### src/rtl/uart_pkg.sv
// Shared definitions for the parameterised UART receiver: parity modes and FSM states.
package uart_pkg;

    localparam int PARITY_NONE = 0;
    localparam int PARITY_ODD  = 1;
    localparam int PARITY_EVEN = 2;

    typedef enum logic [2:0] {
        IDLE,
        START,
        DATA,
        PAR,
        STOP
    } rx_state_e;

endpackage

### src/rtl/uart_sync.sv
// Two-flop synchroniser for the asynchronous serial line plus falling-edge detect
// on the synchronised value. All flops reset to the idle-high line level.
module uart_sync (
    input  logic clk_i,
    input  logic rst_i,
    input  logic line_i,
    output logic rx_o,
    output logic fall_o
);

    logic meta_q;
    logic rxS_q;
    logic rxPrev_q;

    always_ff @(posedge clk_i) begin
        if (rst_i) begin
            meta_q   <= 1'b1;
            rxS_q    <= 1'b1;
            rxPrev_q <= 1'b1;
        end else begin
            meta_q   <= line_i;
            rxS_q    <= meta_q;
            rxPrev_q <= rxS_q;
        end
    end

    assign rx_o   = rxS_q;
    assign fall_o = rxPrev_q & ~rxS_q;

endmodule

### src/rtl/uart_receiver_param.sv
// Parameterised UART receiver: mid-bit sampling, optional parity, 1-2 stop bits,
// and a held output word with valid/ready handshake and overrun reporting.
module uart_receiver_param
    import uart_pkg::*;
#(
    parameter int CYCLES_PER_SYMBOL = 1085,
    parameter int DATA_BITS         = 8,
    parameter int PARITY            = 0,
    parameter int STOP_BITS         = 1
) (
    input  logic                 clk,
    input  logic                 rst,
    input  logic                 signal_in,
    input  logic                 data_ready,
    output logic [DATA_BITS-1:0] data_out,
    output logic                 data_valid,
    output logic                 parity_err,
    output logic                 frame_err,
    output logic                 overrun
);

    localparam int CW = $clog2(CYCLES_PER_SYMBOL);
    localparam int BW = $clog2(DATA_BITS);
    localparam logic [CW-1:0] CNT_LAST = CW'(CYCLES_PER_SYMBOL - 1);
    localparam logic [CW-1:0] CNT_MID  = CW'((CYCLES_PER_SYMBOL - 1) / 2);
    localparam logic [BW-1:0] BIT_LAST = BW'(DATA_BITS - 1);
    localparam logic          PAR_ODD  = (PARITY == PARITY_ODD);
    localparam logic          STOP_LAST = 1'(STOP_BITS - 1);

    logic                 rxS;
    logic                 rxFall;
    rx_state_e            state_q;
    logic [CW-1:0]        cnt_q;
    logic [BW-1:0]        bitIdx_q;
    logic                 stopIdx_q;
    logic [DATA_BITS-1:0] shift_q;
    logic                 parErr_q;
    logic                 stopErr_q;
    logic [DATA_BITS-1:0] dataOut_q;
    logic                 dataValid_q;
    logic                 parityErr_q;
    logic                 frameErr_q;
    logic                 overrun_q;

    logic sample;
    logic parErr_d;
    logic frameErr_d;

    uart_sync uSync (
        .clk_i  (clk),
        .rst_i  (rst),
        .line_i (signal_in),
        .rx_o   (rxS),
        .fall_o (rxFall)
    );

    assign sample     = (cnt_q == CNT_MID);
    assign parErr_d   = ((^shift_q) ^ rxS) != PAR_ODD;
    assign frameErr_d = stopErr_q | ~rxS;

    // Bits arrive LSB first, so shifting in from the top leaves the first bit at bit 0.
    always_ff @(posedge clk) begin
        if (rst) begin
            state_q     <= IDLE;
            cnt_q       <= '0;
            bitIdx_q    <= '0;
            stopIdx_q   <= 1'b0;
            shift_q     <= '0;
            parErr_q    <= 1'b0;
            stopErr_q   <= 1'b0;
            dataOut_q   <= '0;
            dataValid_q <= 1'b0;
            parityErr_q <= 1'b0;
            frameErr_q  <= 1'b0;
            overrun_q   <= 1'b0;
        end else begin
            overrun_q <= 1'b0;
            if (dataValid_q && data_ready) begin
                dataValid_q <= 1'b0;
            end
            if (state_q == IDLE) begin
                cnt_q <= '0;
                if (rxFall) begin
                    state_q <= START;
                end
            end else begin
                cnt_q <= (cnt_q == CNT_LAST) ? '0 : cnt_q + 1'b1;
                if (sample) begin
                    case (state_q)
                        START: begin
                            if (rxS) begin
                                state_q <= IDLE;
                            end else begin
                                state_q  <= DATA;
                                bitIdx_q <= '0;
                            end
                        end
                        DATA: begin
                            shift_q <= {rxS, shift_q[DATA_BITS-1:1]};
                            if (bitIdx_q == BIT_LAST) begin
                                state_q   <= (PARITY != PARITY_NONE) ? PAR : STOP;
                                stopIdx_q <= 1'b0;
                                stopErr_q <= 1'b0;
                                parErr_q  <= 1'b0;
                            end else begin
                                bitIdx_q <= bitIdx_q + 1'b1;
                            end
                        end
                        PAR: begin
                            parErr_q <= parErr_d;
                            state_q  <= STOP;
                        end
                        STOP: begin
                            if (stopIdx_q == STOP_LAST) begin
                                // Leave mid-stop-bit so a back-to-back start edge is not missed.
                                state_q <= IDLE;
                                if (!dataValid_q || data_ready) begin
                                    dataOut_q   <= shift_q;
                                    parityErr_q <= parErr_q;
                                    frameErr_q  <= frameErr_d;
                                    dataValid_q <= 1'b1;
                                end else begin
                                    overrun_q <= 1'b1;
                                end
                            end else begin
                                stopIdx_q <= 1'b1;
                                stopErr_q <= frameErr_d;
                            end
                        end
                        default: state_q <= IDLE;
                    endcase
                end
            end
        end
    end

    assign data_out   = dataOut_q;
    assign data_valid = dataValid_q;
    assign parity_err = parityErr_q;
    assign frame_err  = frameErr_q;
    assign overrun    = overrun_q;

endmodule

### config.mk
export PLATFORM = sky130hd
export DESIGN_NAME = uart_receiver_param
export DESIGN_NICKNAME = d
export VERILOG_FILES = /design/src/rtl/uart_pkg.sv /design/src/rtl/uart_sync.sv /design/src/rtl/uart_receiver_param.sv
export SDC_FILE = /design/constraint.sdc
export NUM_CORES = 1
export LEC_CHECK = 0
export CAP_MARGIN = 5
export CORE_MARGIN = 2
export CORE_UTILIZATION = 52
export DETAILED_ROUTE_END_ITERATION = 6
export PLACE_DENSITY = 0.73
export SLEW_MARGIN = 20
export SYNTH_ARGS = -nofsm -noshare
export SYNTH_HDL_FRONTEND = slang
export SYNTH_SLANG_ARGS = --single-unit
### constraint.sdc
create_clock -name clk -period 5.43 [get_ports clk]
set_clock_uncertainty 0.15 [all_clocks]
set_input_delay 1.629 -clock clk [delete_from_list [all_inputs] [get_ports clk]]
set_output_delay 1.629 -clock clk [all_outputs]
set_load 0.03 [all_outputs]
# Word level (Yosys, flattened, before mapping)
# Cells that the tools add are included.
# Widths: inputs -> output; s select.
dict set report word_totals {
  reg_bits 43
  latchBits 0
  mem_bits_rw 0
  mem_bits_ro 0
  output_inout_bits 12
  mem_count 0
}
dict set report op_classes {
  add_sub_neg 2
  n_mul 0
  n_div 0
  order_cmp 0
  eq_ne 14
  n_shift 0
  n_mux 23
  n_bitwise 8
  n_reduce_logical 18
}
# operator count
set ops {}
lappend ops {{$mux 3} 7}
lappend ops {{$reduce_and 5->1} 3}
lappend ops {{$pmux 3 s4} 1}
lappend ops {{$reduce_and 4->1} 3}
lappend ops {{$add 11x1->11 const B} 1}
lappend ops {{$eq 11x10->1 const B} 1}
lappend ops {{$eq 11x11->1 const B} 1}
lappend ops {{$mux 1} 10}
lappend ops {{$ne 2x2->1 const B} 5}
lappend ops {{$reduce_bool 2->1} 4}
lappend ops {{$reduce_xor 8->1} 1}
lappend ops {{$eq 3x2->1 const B} 2}
lappend ops {{$eq 3x3->1 const B} 2}
lappend ops {{$ne 3x3->1 const B} 2}
lappend ops {{$pmux 1 s2} 3}
lappend ops {{$pmux 3 s2} 1}
lappend ops {{$not 1->1} 5}
lappend ops {{$reduce_or 5->1} 1}
lappend ops {{$add 3x1->3 const B} 1}
lappend ops {{$eq 3x1->1 const B} 1}
lappend ops {{$logic_not 3->1} 1}
lappend ops {{$reduce_and 3->1} 1}
lappend ops {{$reduce_or 3->1} 1}
lappend ops {{$mux 2} 1}
lappend ops {{other kinds (6)} 6}

# Logic depth before layout (Yosys ltp)
dict set report logic_depth {
  depth_word 7
  ltp_mapped 7
  depth_no_buf 6
}

# Cells and area by module
# A second synthesis with hierarchy kept.
dict set report unflattened {
  cells_unflattened 214
  area_unflattened_um2 1886.8
}
# module instances cells_each area_each_um2 seq_area_each_um2
set modules_own_cells {}
lappend modules_own_cells {uart_receiver_param 1 207 1801.7 780.7}
lappend modules_own_cells {uart_sync 1 7 85.1 60.1}

# Worst setup path before layout
# OpenSTA, ideal clock, no wires.
dict set report synth_timing {
  path_type {input -> register}
  start {input port data_ready}
  end {register frameErr_q (netlist: frame_err)}
  setup_time_ps 78
  arrival_ps 2414
  required_time_ps 5202
  path_slack_ps 2789
  path_stages 5
  n_path_buf 1
  cell_sequence {nand2b_1 and3_1 clkbuf_1 a21oi_1 nor3_1}
}
dict set report synth_between {
  elab_chain_len 2
}
# element line_no
set synth_rtl {}
lappend synth_rtl {{start: declaration} uart_receiver_param.sv:14} ;# input logic data_ready,
lappend synth_rtl {{$logic_or 1x1->1} uart_receiver_param.sv:117} ;# if (!dataValid_q || data_ready) begin
lappend synth_rtl {{$reduce_and 5->1 (no source line)} --}
lappend synth_rtl {{end signal: assignment} uart_receiver_param.sv:120} ;# frameErr_q <= frameErr_d;
lappend synth_rtl {{end: declaration} uart_receiver_param.sv:42} ;# logic frameErr_q;
# No other way between the ends.
# A chain may end at the register's enable or synchronous reset.

# Worst setup path after layout
dict set report layout_timing {
  start {register frameErr_q (netlist: frame_err)}
  end {output port frame_err}
}
# element line_no
set layout_rtl {}
lappend layout_rtl {{end: declaration} uart_receiver_param.sv:18} ;# output logic frame_err,
# No word-level cell between the ends.

==> results.sh <==
export IMPL_status="finished, final reports clean"
export IMPL_placementRows=21
export IMPL_synth_warnings=0
export IMPL_worst_slew_pin_slew_ns=0.740
export IMPL_clockRootBuffer="clkbuf_4"
export IMPL_start_kind="register"
export IMPL_grt_pass1_wl_mm=6.22
export IMPL_fin_crit_ns=3.17
export IMPL_synth_edf_count=0
export IMPL_p_switching_mw=0.113
export IMPL_synth_distinct_cells=35
export IMPL_cts_buffers=5
export IMPL_antenna_cells=0
export IMPL_cts_hold_buf=0
export IMPL_power_mw=0.478
export IMPL_drtPass1Iterations=4
export IMPL_route_detailed_drc=0
export IMPL_dpl_cell_area_mm2=0.00202
export IMPL_port_buffers=15
export IMPL_reg2reg_slack_ns=3.26
export IMPL_synth_ff_type="dfxtp_1"
export IMPL_grt_max_degree=35
export IMPL_slew_headroom_pct=50.7
export IMPL_p_per_area_mw_per_mm2=230
export IMPL_synth_seq_area_share_pct=45.3
export IMPL_period_share_pct=58.4
export IMPL_rsz0062_at_grt="no"
export IMPL_whs_ns=0.277
export IMPL_drt_wl_total_mm=3.59
export IMPL_maxCapViolCount=0
export IMPL_clockBufferDepth=2
export IMPL_grt_antenna_before_repair=0
export IMPL_dp_hpwl_mm=2.57
export IMPL_p_leak_nw=0.693
export IMPL_drive_above_1_share_pct=7.14
export IMPL_clk_pin_slew_ns=0.13
export IMPL_grt_ovfl_total=0
export IMPL_cts_htree_levels=2
export IMPL_arrival_ns=1.39
export IMPL_route_vias_total=1505
export IMPL_crit_path_top_delay_cell="clkdlybuf4s50_1"
export IMPL_netlist_area_leader_share_pct=45.3
export IMPL_cts_resized=0
export IMPL_cts_sinks=42
export IMPL_peakVddDrop_uv=141
export IMPL_synth_fp_nets=220
export IMPL_final_common_cell="dfxtp_1"
export IMPL_avgSynthCellArea_um2=8.79
export IMPL_wire_per_inst_um=13.3
export IMPL_required_ns=3.65
export IMPL_vias_per_cell=5.57
export IMPL_final_hold_violation_count=0
export IMPL_pwr_share_clk_pct=32.2
export IMPL_synth_cell_area_mm2=0.00186
export IMPL_fp_dieH_um=63.7
export IMPL_die_w_um=63.7
export IMPL_critPathMaxStageDelay_ns=0.68
export IMPL_combPwrFrac_pct=2.7
export IMPL_setup_violations=0
export IMPL_cp_max_fo=2
export IMPL_p_int_mw=0.366
export IMPL_synth_area_leaders="dfxtp_1, a21oi_1, nand3_1"
export IMPL_grt_pass1_vias=1382
export IMPL_start_util_pct=54.7
export IMPL_async_reset_ff_share_pct=0
export IMPL_syn_inst=211
export IMPL_cts_tree="built"
export IMPL_final_area_mm2=0.00208
export IMPL_nets=232
export IMPL_dp_cells=262
export IMPL_fillerInstances=302
export IMPL_pin_count=16
export IMPL_cp_top_family="buffers and inverters"
export IMPL_p_seq_share_pct=65.2
export IMPL_hp_class="reg2reg"
export IMPL_max_freq_mhz=316
export IMPL_path_buf_inv=1
export IMPL_synthToLayoutAreaGrowth_pct=12.1
export IMPL_drt_iter0_drc=128
export IMPL_clkLatencyLatePin_ns=0.34
export IMPL_post_cts_buffers=0
export IMPL_path_class="reg2out"
export IMPL_synth_top_area_cell="dfxtp_1"
export IMPL_ant_nets=0
export IMPL_switching_share_pct=23.5
export IMPL_core_area_mm2=0.00339
export IMPL_final_instance_count_excl_fill=270
export IMPL_final_cell_mix="dfxtp_1, a21oi_1, nand3_1"
export IMPL_gp_congestion=0.728
export IMPL_dieArea_mm2=0.00406
export IMPL_finalSetupTns_ns=0
export IMPL_track_usage_pct=19.4
export IMPL_report_final_slew_viol_count=0
export IMPL_end_kind="primary output"
export IMPL_crit_chain="clkdlybuf4s50_1"
export IMPL_ys_ff_latch=42
==> synthesized netlist by cell type, types with 2 or more instances <==
library cell,count
or2_2,3
nor3b_1,3
a21oi_1,24
or3_1,2
nand3_1,23
buf_2,6
nand2_1,15
inv_1,5
clkbuf_1,5
dfxtp_1,42
and3_1,4
nor2b_1,2
xnor2_1,5
nand4b_1,3
xor2_1,10
ha_1,5
o21ai_0,16
nor3_1,3
nor2_1,13
nand4_1,5
nand2b_1,3
==> through the flow <==
step	utilization, %	setup WS [ns]
floorplan	-	2.79
global placement	59.7	2.14
detailed placement	59.7	2.05
CTS	61.4	2.24
global route	61.4	2.19
finish	61.4	2.26
==> logic make-up after synthesis <==
kind of cell	synth area share [%]
adder cells (fa/ha/maj)	3.37
XOR/XNOR	8.29
buffers and inverters	4.05
AO/OA/AOI/OAI	12.5
multiplexers	0.539
flip-flops	45.3
AND/OR/NAND/NOR	25.9
==> per-layer routing <==
metal  global-route usage [%]  vias to the layer above  share of wire [%]
li1                         -                      762                  -
met1                     23.4                      711                 43
met2                     34.2                       30                 52
met3                     3.70                        2                3.8
met4                     7.34                        0               0.64
met5                        0                        -                  0
==> cell type report <==
cell class / count / area, um^2 / area share [%]
Clock buffer: 5 / 37.5 / 1.80
Tap cell: 46 / 57.6 / 2.77
Timing Repair Buffer: 17 / 165 / 7.94
Clock inverter: 3 / 21.3 / 1.02
Multi-Input combinational cell: 152 / 940 / 45.2
Sequential cell: 42 / 841 / 40.4
Inverter: 5 / 18.8 / 0.902
==> worst paths after layout <==
kind                                   start          to  cells after the start
worst min-delay path            uSync.meta_q  uSync.rx_o                      1
worst max register to register      cnt_q[0]  data_valid                      6
worst max-delay path               frame_err   frame_err                      1
worst min register to register  uSync.meta_q  uSync.rx_o                      1
==> registers in the layout, summed over array words and instances (netlist names) <==
name	count
stopErr_q	1
uSync.rx_o	1
parity_err	1
cnt_q	11
data_out	8
uSync.meta_q	1
state_q	3
frame_err	1
overrun	1
bitIdx_q	3
data_valid	1
parErr_q	1
shift_q	8
uSync.rxPrev_q	1
==> power by group through the flow <==
stage | combinational (mW) | clock [mW] | sequential [mW]
finish | 0.0127 | 0.154 | 0.312
CTS | 0.0128 | 0.160 | 0.312
global route | 0.0144 | 0.176 | 0.312
floorplan | 0.00941 | 0 | 0.317
global placement | 0.0124 | 0 | 0.319
detailed placement | 0.0128 | 0 | 0.319
No activity file was read; power rests on OpenSTA's default activity.
